File: config.mk
export PLATFORM = sky130hd
export DESIGN_NAME = distram_delay_ctrl
export DESIGN_NICKNAME = d
export VERILOG_FILES = /design/src/rtl/distram_delay_pkg.sv /design/src/rtl/distram_delay_ctrl.sv
export SDC_FILE = /design/constraint.sdc
export NUM_CORES = 1
export LEC_CHECK = 0
export CAP_MARGIN = 10
export CORE_AREA = 2 2 44 56
export CTS_BUF_LIST = sky130_fd_sc_hd__clkbuf_8
export CTS_CLUSTER_SIZE = 16
export DETAILED_ROUTE_END_ITERATION = 8
export DIE_AREA = 0 0 46 58
export PLACE_DENSITY = 0.77
export SETUP_SLACK_MARGIN = 0.05
export SLEW_MARGIN = 25
export SYNTH_ARGS = -nofsm -noshare
export SYNTH_HDL_FRONTEND = slang
export SYNTH_SLANG_ARGS = --single-unit
export TNS_END_PERCENT = 20
File: constraint.sdc
create_clock -name clk_i -period 1.93 [get_ports clk_i]
set_input_delay 0.386 -clock clk_i [delete_from_list [all_inputs] [get_ports clk_i]]
set_output_delay 0.386 -clock clk_i [all_outputs]
set_load 0.01 [all_outputs]
File: src/rtl/distram_delay_pkg.sv
// Shared widths and FSM state encoding for the distributed-RAM delay line controller.
// No logic; constants and types only.
// Imported by the controller and its testbench.
package distram_delay_pkg;

    localparam int DELAY_W = 5;
    localparam int ADDR_W  = 5;

    // FILL: RAM still holds data from before the last reload; RUN: read side is valid.
    typedef enum logic {
        FILL = 1'b0,
        RUN  = 1'b1
    } state_t;

endpackage

File: src/rtl/distram_delay_ctrl.sv
// Address/valid controller for a RAM-based delay line: write pointer leads read pointer by cur_delay.
// Latency: all outputs registered; ack/err appear the cycle after the request edge, data valid after delay+1 cycles.
// Backpressure: none; a request is accepted or rejected on the edge it is sampled, every cycle.
module distram_delay_ctrl
    import distram_delay_pkg::*;
#(
    parameter logic [DELAY_W-1:0] DEFAULT_DELAY = 5'd5
) (
    input  logic               clk_i,
    input  logic               rst_i,
    input  logic [DELAY_W-1:0] delay_i,
    input  logic               delay_req_i,
    output logic               delay_ack_o,
    output logic               delay_err_o,
    output logic [ADDR_W-1:0]  wraddr_o,
    output logic [ADDR_W-1:0]  rdaddr_o,
    output logic               dat_valid_o,
    output logic [DELAY_W-1:0] cur_delay_o
);

    // Declaration initialisers give power-up values identical to the reset values.
    state_t             state_q     = FILL;
    logic [DELAY_W-1:0] fill_cnt_q  = '0;
    logic [ADDR_W-1:0]  wraddr_q    = ADDR_W'(DEFAULT_DELAY);
    logic [ADDR_W-1:0]  rdaddr_q    = '0;
    logic [DELAY_W-1:0] cur_delay_q = DEFAULT_DELAY;
    logic               dat_valid_q = 1'b0;
    logic               ack_q       = 1'b0;
    logic               err_q       = 1'b0;

    state_t             state_d;
    logic [DELAY_W-1:0] fill_cnt_d;
    logic [ADDR_W-1:0]  wraddr_d;
    logic [ADDR_W-1:0]  rdaddr_d;
    logic [DELAY_W-1:0] cur_delay_d;
    logic               dat_valid_d;
    logic               ack_d;
    logic               err_d;
    logic               accept;

    // Next-state: reload on an accepted request, otherwise advance pointers and the fill count.
    always_comb begin
        state_d     = state_q;
        fill_cnt_d  = fill_cnt_q;
        wraddr_d    = wraddr_q;
        rdaddr_d    = rdaddr_q;
        cur_delay_d = cur_delay_q;
        ack_d       = 1'b0;
        err_d       = 1'b0;
        accept      = delay_req_i && (delay_i != '0);

        if (accept) begin
            // Restarting both pointers keeps wraddr - rdaddr == cur_delay by construction.
            rdaddr_d    = '0;
            wraddr_d    = ADDR_W'(delay_i);
            cur_delay_d = delay_i;
            fill_cnt_d  = '0;
            state_d     = FILL;
            ack_d       = 1'b1;
        end else begin
            rdaddr_d = rdaddr_q + ADDR_W'(1);
            wraddr_d = wraddr_q + ADDR_W'(1);
            err_d    = delay_req_i;
            if (state_q == FILL) begin
                // Count holds once RUN is reached; it is only meaningful during FILL.
                if (fill_cnt_q == cur_delay_q) begin
                    state_d = RUN;
                end else begin
                    fill_cnt_d = fill_cnt_q + DELAY_W'(1);
                end
            end
        end

        // Valid is a registered copy of the next state so it lines up with the RAM output register.
        dat_valid_d = (state_d == RUN);
    end

    // State and output registers with synchronous reset taking priority over any request.
    always_ff @(posedge clk_i) begin
        if (rst_i) begin
            state_q     <= FILL;
            fill_cnt_q  <= '0;
            wraddr_q    <= ADDR_W'(DEFAULT_DELAY);
            rdaddr_q    <= '0;
            cur_delay_q <= DEFAULT_DELAY;
            dat_valid_q <= 1'b0;
            ack_q       <= 1'b0;
            err_q       <= 1'b0;
        end else begin
            state_q     <= state_d;
            fill_cnt_q  <= fill_cnt_d;
            wraddr_q    <= wraddr_d;
            rdaddr_q    <= rdaddr_d;
            cur_delay_q <= cur_delay_d;
            dat_valid_q <= dat_valid_d;
            ack_q       <= ack_d;
            err_q       <= err_d;
        end
    end

    assign delay_ack_o = ack_q;
    assign delay_err_o = err_q;
    assign wraddr_o    = wraddr_q;
    assign rdaddr_o    = rdaddr_q;
    assign dat_valid_o = dat_valid_q;
    assign cur_delay_o = cur_delay_q;

endmodule

==> out/qor.csv, run 1 <==
metric;value;unit
arrival;1.82;ns
antenna_found_initial;0;
min_period;1.63;ns
use_met1;0.196;
path_class;primary input to flip-flop;
clkSinkCount;23;
post-route-drc-count;0;
cts_root_buf;clkbuf_8;
grt_pass1_wl;3190;um
viasPerCell;5.09;
io_buffers;25;
fp.dieH;58;um
crit_fanout;8;
path_clk_slew;0.08;ns
slew_violations;0;
drtPass1Iterations;3;
ys_seq_elements;23;
preCtsSetupSlack;-0.240;ns
drt-wirelength-per-cell;11.9;um
syn_avg_cell_area;9.39;um2
slowest_delay;0.55;ns
fin_crit_sh;0.845;
place.gp.congestion;0.738;
startpoint_type;primary input;
ctsHtreeMaxLevel;1;
final.fill_count;189;
vdd_drop_max;0.537;mV
busiest_layer;met2;
via_count;810;
fin_ws;0.300;ns
ios;26;
synthFlopType;dfxtp_1;
synthTopCellsByArea;dfxtp_1 46%, xor2_1 7.0%, mux2i_1 6.0%;
holdBufCountCts;0;
fin_nets;150;
crit_buf_inv;1;
area_delta_synth_final;35.7;%
use_met2;0.274;
synth_top_area_frac;0.458;
drive_gt1_frac;0.0870;
fmax;0.613;GHz
synth_cell_types;21;
num_rows;19;
p_sw;236;uW
drtAntennaViolNets;0;
ctsLongestPathBuffers;2;
numCtsBuffers;3;
n_antenna_cell;0;
status;completed;
hold_viol;0;
yosys.area.top_type;dfxtp_1;
yosysSeqAreaShare;0.458;
p_leak;0.589;nW
syn-instance-count;107;
start_util;0.470;
drv_cap;0;
clockPowerShare;0.299;
cts_tree;yes;
finalPower;960;uW
track_usage;0.158;
cp_top_family;simple AND/OR/NAND/NOR gates;
slew_headroom;0.685;
die_w;46;um
grt_pass1_vias;806;
dieArea;2670;um2
p_per_area;704;nW/um2
grt_overflow_total;0;
synth_edf_count;0;
fp.coreArea;2140;um2
layout_commonest_cell;dfxtp_1;
grt_max_degree;18;
crit_chain;dlymetal6s2s_1, or4_4, o21ai_4, or3b_1, mux2i_1;
use_met3;0.0280;
seqPwrFrac;0.540;
final_cell_mix;23 x dfxtp_1, 21 x clkdlybuf4s50_1, 14 x nand2_1, 9 x a21oi_1, 9 x nor2_1;
combPwrFrac;0.161;
drt_iter0_drc;6;
drt-total-wl;1900;um
rsz0062_at_grt;false;
setup_viol;0;
syn_area;1000;um2
dp_hpwl;1490;um
yosys_warnings;0;
hp-class;primary input to flip-flop;
skew;0.00354;ns
synthArstFlopShare;0;
switching_share;0.245;
cp_data_required_time;2.12;ns
internal-power;725;uW
critPathSlowestCell;or4_4;
syn-num-nets;118;
worst_pin_slew;0.471;ns
clock_latency;0.26;ns
cp-end-kind;flip-flop;
==> final cells by class <==
cell class | instances | area [um2] | share of cell area
Multi-Input combinational cell | 77 | 512 | 0.375
Sequential cell | 23 | 460 | 0.338
Clock buffer | 3 | 41.3 | 0.0303
Tap cell | 21 | 26.3 | 0.0193
Clock inverter | 1 | 3.75 | 0.00275
Timing Repair Buffer | 31 | 309 | 0.227
Inverter | 3 | 11.3 | 0.00826
==> repair_timing <==
action | CTS | global route
setup buffers | 0 | 0
setup endpoints to repair | 6 | 13
resized for setup | 0 | 6
pin swaps | 0 | 2
gates cloned | 0 | 0
==> final timing paths <==
path / cells after the start / slack, ns / startpoint / to
max reg2reg: 4 / 0.56 / cur_delay_o[4] / fill_cnt_q[0]
min: 3 / 0.43 / delay_i[0] / cur_delay_o[0]
max: 5 / 0.30 / delay_i[0] / fill_cnt_q[0]
min reg2reg: 1 / 0.47 / rdaddr_o[0] / rdaddr_o[0]
==> power by group through the flow <==
stage	clock network [mW]	logic, mW	registers [mW]
after floorplan	0	0.0702	0.535
after global placement	0	0.152	0.528
after detailed placement	0	0.155	0.529
after CTS	0.288	0.156	0.518
after global routing	0.308	0.171	0.521
final	0.287	0.154	0.518
==> through the flow <==
step	TNS (ns)	std cells	hold slack (ns)	instance area (um2)	utilization
5_1_grt	0	159	0.438	1360	0.637
6_report	0	159	0.426	1360	0.637
3_3_place_gp	-2.34	155	0.445	1300	0.609
4_1_cts	0	159	0.473	1350	0.630
3_5_place_dp	-3.43	155	0.455	1300	0.609
2_1_floorplan	0	107	0.469	1000	-
==> metal layers <==
metal	routed length, um	vias to the layer above	part of all wire
li1	-	421	-
met1	903	371	0.48
met2	921	16	0.49
met3	54	2	0.028
met4	16	0	0.0084
met5	0	-	0
==> logic make-up (layout without fill, tap and decap cells) <==
kind of cell,Yosys count,in the layout,share of synthesized area
AND/OR/NAND/NOR,44,44,0.233
flip-flops,23,23,0.458
AO/OA/AOI/OAI,13,13,0.0809
XOR/XNOR,11,11,0.0959
buffers and inverters,7,38,0.0349
multiplexers,6,6,0.0598
adder cells (fa/ha/maj),3,3,0.0374
==> synth_stat cells (3+ instances only) <==
| master | instances |
|---|---|
| nand2_1 | 14 |
| ha_1 | 3 |
| nand2b_1 | 3 |
| inv_1 | 3 |
| nand3_1 | 5 |
| mux2i_1 | 6 |
| or3b_1 | 4 |
| dfxtp_1 | 23 |
| xnor2_1 | 3 |
| nand3b_1 | 7 |
| xor2_1 | 8 |
| nor2_1 | 9 |
| a21oi_1 | 9 |
==> sequential cells by signal, indices dropped and copies added, names as in the netlist <==
register     count
rdaddr_o         5
dat_valid_o      1
delay_ack_o      1
delay_err_o      1
wraddr_o         5
fill_cnt_q       5
cur_delay_o      5
==> tightest hold or removal path, stage by stage <==
cell and delay [ns]:
dlymetal6s2s_1 0.11, a21oi_1 0.09, nand2_1 0.06
No activity file was read; power rests on OpenSTA's default activity.
==> run 2: changes to the inputs <==
==> constraint.sdc (replaced) <==
create_clock -name clk_i -period 1.62 [get_ports clk_i]
set_input_delay 0.324 -clock clk_i [delete_from_list [all_inputs] [get_ports clk_i]]
set_output_delay 0.324 -clock clk_i [all_outputs]
set_load 0.01 [all_outputs]
==> out/qor.csv, run 2 (synthesis results as in run 1) <==
metric;value;unit;change
status;completed;;
critPathSlowestCell;clkdlybuf4s50_1;;
vdd_drop_max;0.581;mV;+8.4%
seq_area;462;um2;+0.27%
cp_top_family;buffers and inverters;;
antenna_found_initial;0;;unchanged
path_class;flip-flop to primary output;;
multi_input_area;528;um2;+3.2%
via_count;844;;+4.2%
reg2reg_to;fill_cnt_q[0];;
busiest_layer;met2;;
layout_commonest_cell;dfxtp_1;;
dpl_cell_area;1330;um2;+1.7%
p_per_area;834;nW/um2;+19%
clock_latency;0.25;ns;about the same
post-route-drc-count;0;;unchanged
dp_hpwl;1590;um;+7.0%
post_cts_buffers;0;;unchanged
fin_crit_sh;0.950;;
track_usage;0.180;;+0.0223
crit_fanout;4;;-4
fin_area;1370;um2;+0.73%
fmax;0.650;GHz;
clkSinkCount;23;;unchanged
rrSetupSlack;0.24;ns;-0.32 ns
rsz0062_at_grt;true;;
drtPass1Iterations;4;;+1
cts_tree;yes;;
skew;0.000992;ns;-0.00255 ns
crit_start;wraddr_o[0];;
slowest_delay;0.56;ns;about the same
num_rows;19;;unchanged
fp.dieH;58;um;unchanged
die_w;46;um;unchanged
numCtsBuffers;3;;unchanged
drt_iter0_drc;4;;-2
grt_pass1_vias;856;;+6.2%
crit_buf_inv;1;;unchanged
min_period;1.54;ns;
r2r_cells;4;;unchanged
viasPerCell;5.18;;+1.6%
cp_data_required_time;1.30;ns;-0.82 ns
p_leak;0.570;nW;-3.2%
final.fill_count;174;;-7.9%
fin_util;0.642;;+0.00468
cts_root_buf;clkbuf_8;;
drive_gt1_frac;0.141;;+0.0539
cp-end-kind;primary output;;
hp-class;primary input to flip-flop;;
crit_path_end;wraddr_o[0];;
io_buffers;25;;unchanged
drtAntennaViolNets;0;;unchanged
worst_pin_slew;0.395;ns;-0.0762 ns
startpoint_type;flip-flop;;
drt-wirelength-per-cell;12.6;um;+5.5%
slew_headroom;0.735;;+0.0498
drv_cap;0;;unchanged
finalSetupTns;0;ns;unchanged
r2r_start;cur_delay_o[4];;
grt_max_degree;13;;-5
use_met2;0.292;;+0.0179
path_depth;1;;-4
finalPower;1.15;mW;+19%
use_met3;0.0280;;unchanged
setup_viol;0;;unchanged
dieArea;2670;um2;unchanged
holdBufCountCts;0;;unchanged
n_antenna_cell;0;;unchanged
hold_viol;0;;unchanged
fin_nets;154;;+2.7%
fp.coreArea;2140;um2;unchanged
start_util;0.470;;unchanged
slew_violations;0;;unchanged
path_clk_slew;0.08;ns;about the same
ctsLongestPathBuffers;2;;unchanged
use_met1;0.228;;+0.0319
grt_overflow_total;0;;unchanged
drt-total-wl;2050;um;+8.2%
final_cell_mix;22 x dfxtp_1, 21 x clkdlybuf4s50_1, 14 x nand2_1;;
crit_chain;clkdlybuf4s50_1;;
ios;26;;unchanged
place.gp.congestion;0.826;;+12%
ctsHtreeMaxLevel;1;;unchanged
area_delta_synth_final;36.7;%;
arrival;1.21;ns;-0.61 ns
grt_pass1_wl;3580;um;+12%
-- run 2: per-layer routing --
metal	wire length, um	part of all wire
met5	0	0
met4	25	0.012
met3	75	0.037
met2	989	0.48
met1	960	0.47
-- run 2: through the flow --
stage | worst slack, ns | cells | hold WS, ns
after detailed placement | -0.499 | 158 | 0.470
after global routing | 0.0147 | 163 | 0.332
after global placement | -0.452 | 158 | 0.443
after CTS | 0.0587 | 163 | 0.360
after floorplan | -0.0352 | 107 | 0.436
final | 0.0814 | 163 | 0.327
-- run 2: area by class of cell --
cell class | instances | area share
multi-input combinational | 78 | 0.384
sequential | 23 | 0.336
timing repair buffer | 34 | 0.219
clock buffer | 3 | 0.0301
tap | 21 | 0.0191
inverter | 3 | 0.00820
clock inverter | 1 | 0.00273
-- run 2: worst min-delay path by stage --
stage	slack (ns)	from	end	cells past startpoint
final	0.33	delay_i[0]	cur_delay_o[0]	3
after global routing	0.33	delay_i[0]	cur_delay_o[0]	3
after CTS	0.36	delay_i[4]	wraddr_o[4]	3
after detailed placement	0.47	rdaddr_o[0]	rdaddr_o[0]	1
after global placement	0.44	rdaddr_o[0]	rdaddr_o[0]	1
after floorplan	0.44	delay_req_i	delay_err_o	2
-- run 2: repair_timing --
action	4_1_cts	5_1_grt
resized for setup	11	4
endpoints found under the setup margin	22	15
cloned	1	0
pin swaps	2	2
-- run 2: tightest hold or removal path, cell delays in order --
cell	delay [ns]
clkbuf_2	0.10
a21oi_1	0.07
nand2_1	0.06
-- run 2: power breakdown --
group / switching, mW / internal (mW) / total, mW / leakage (nW)
Sequential: 0.0265 / 0.593 / 0.619 / 0.188
Combinational: 0.0877 / 0.105 / 0.193 / 0.354
Clock: 0.166 / 0.169 / 0.334 / 0.0269
Total: 0.280 / 0.866 / 1.15 / 0.570
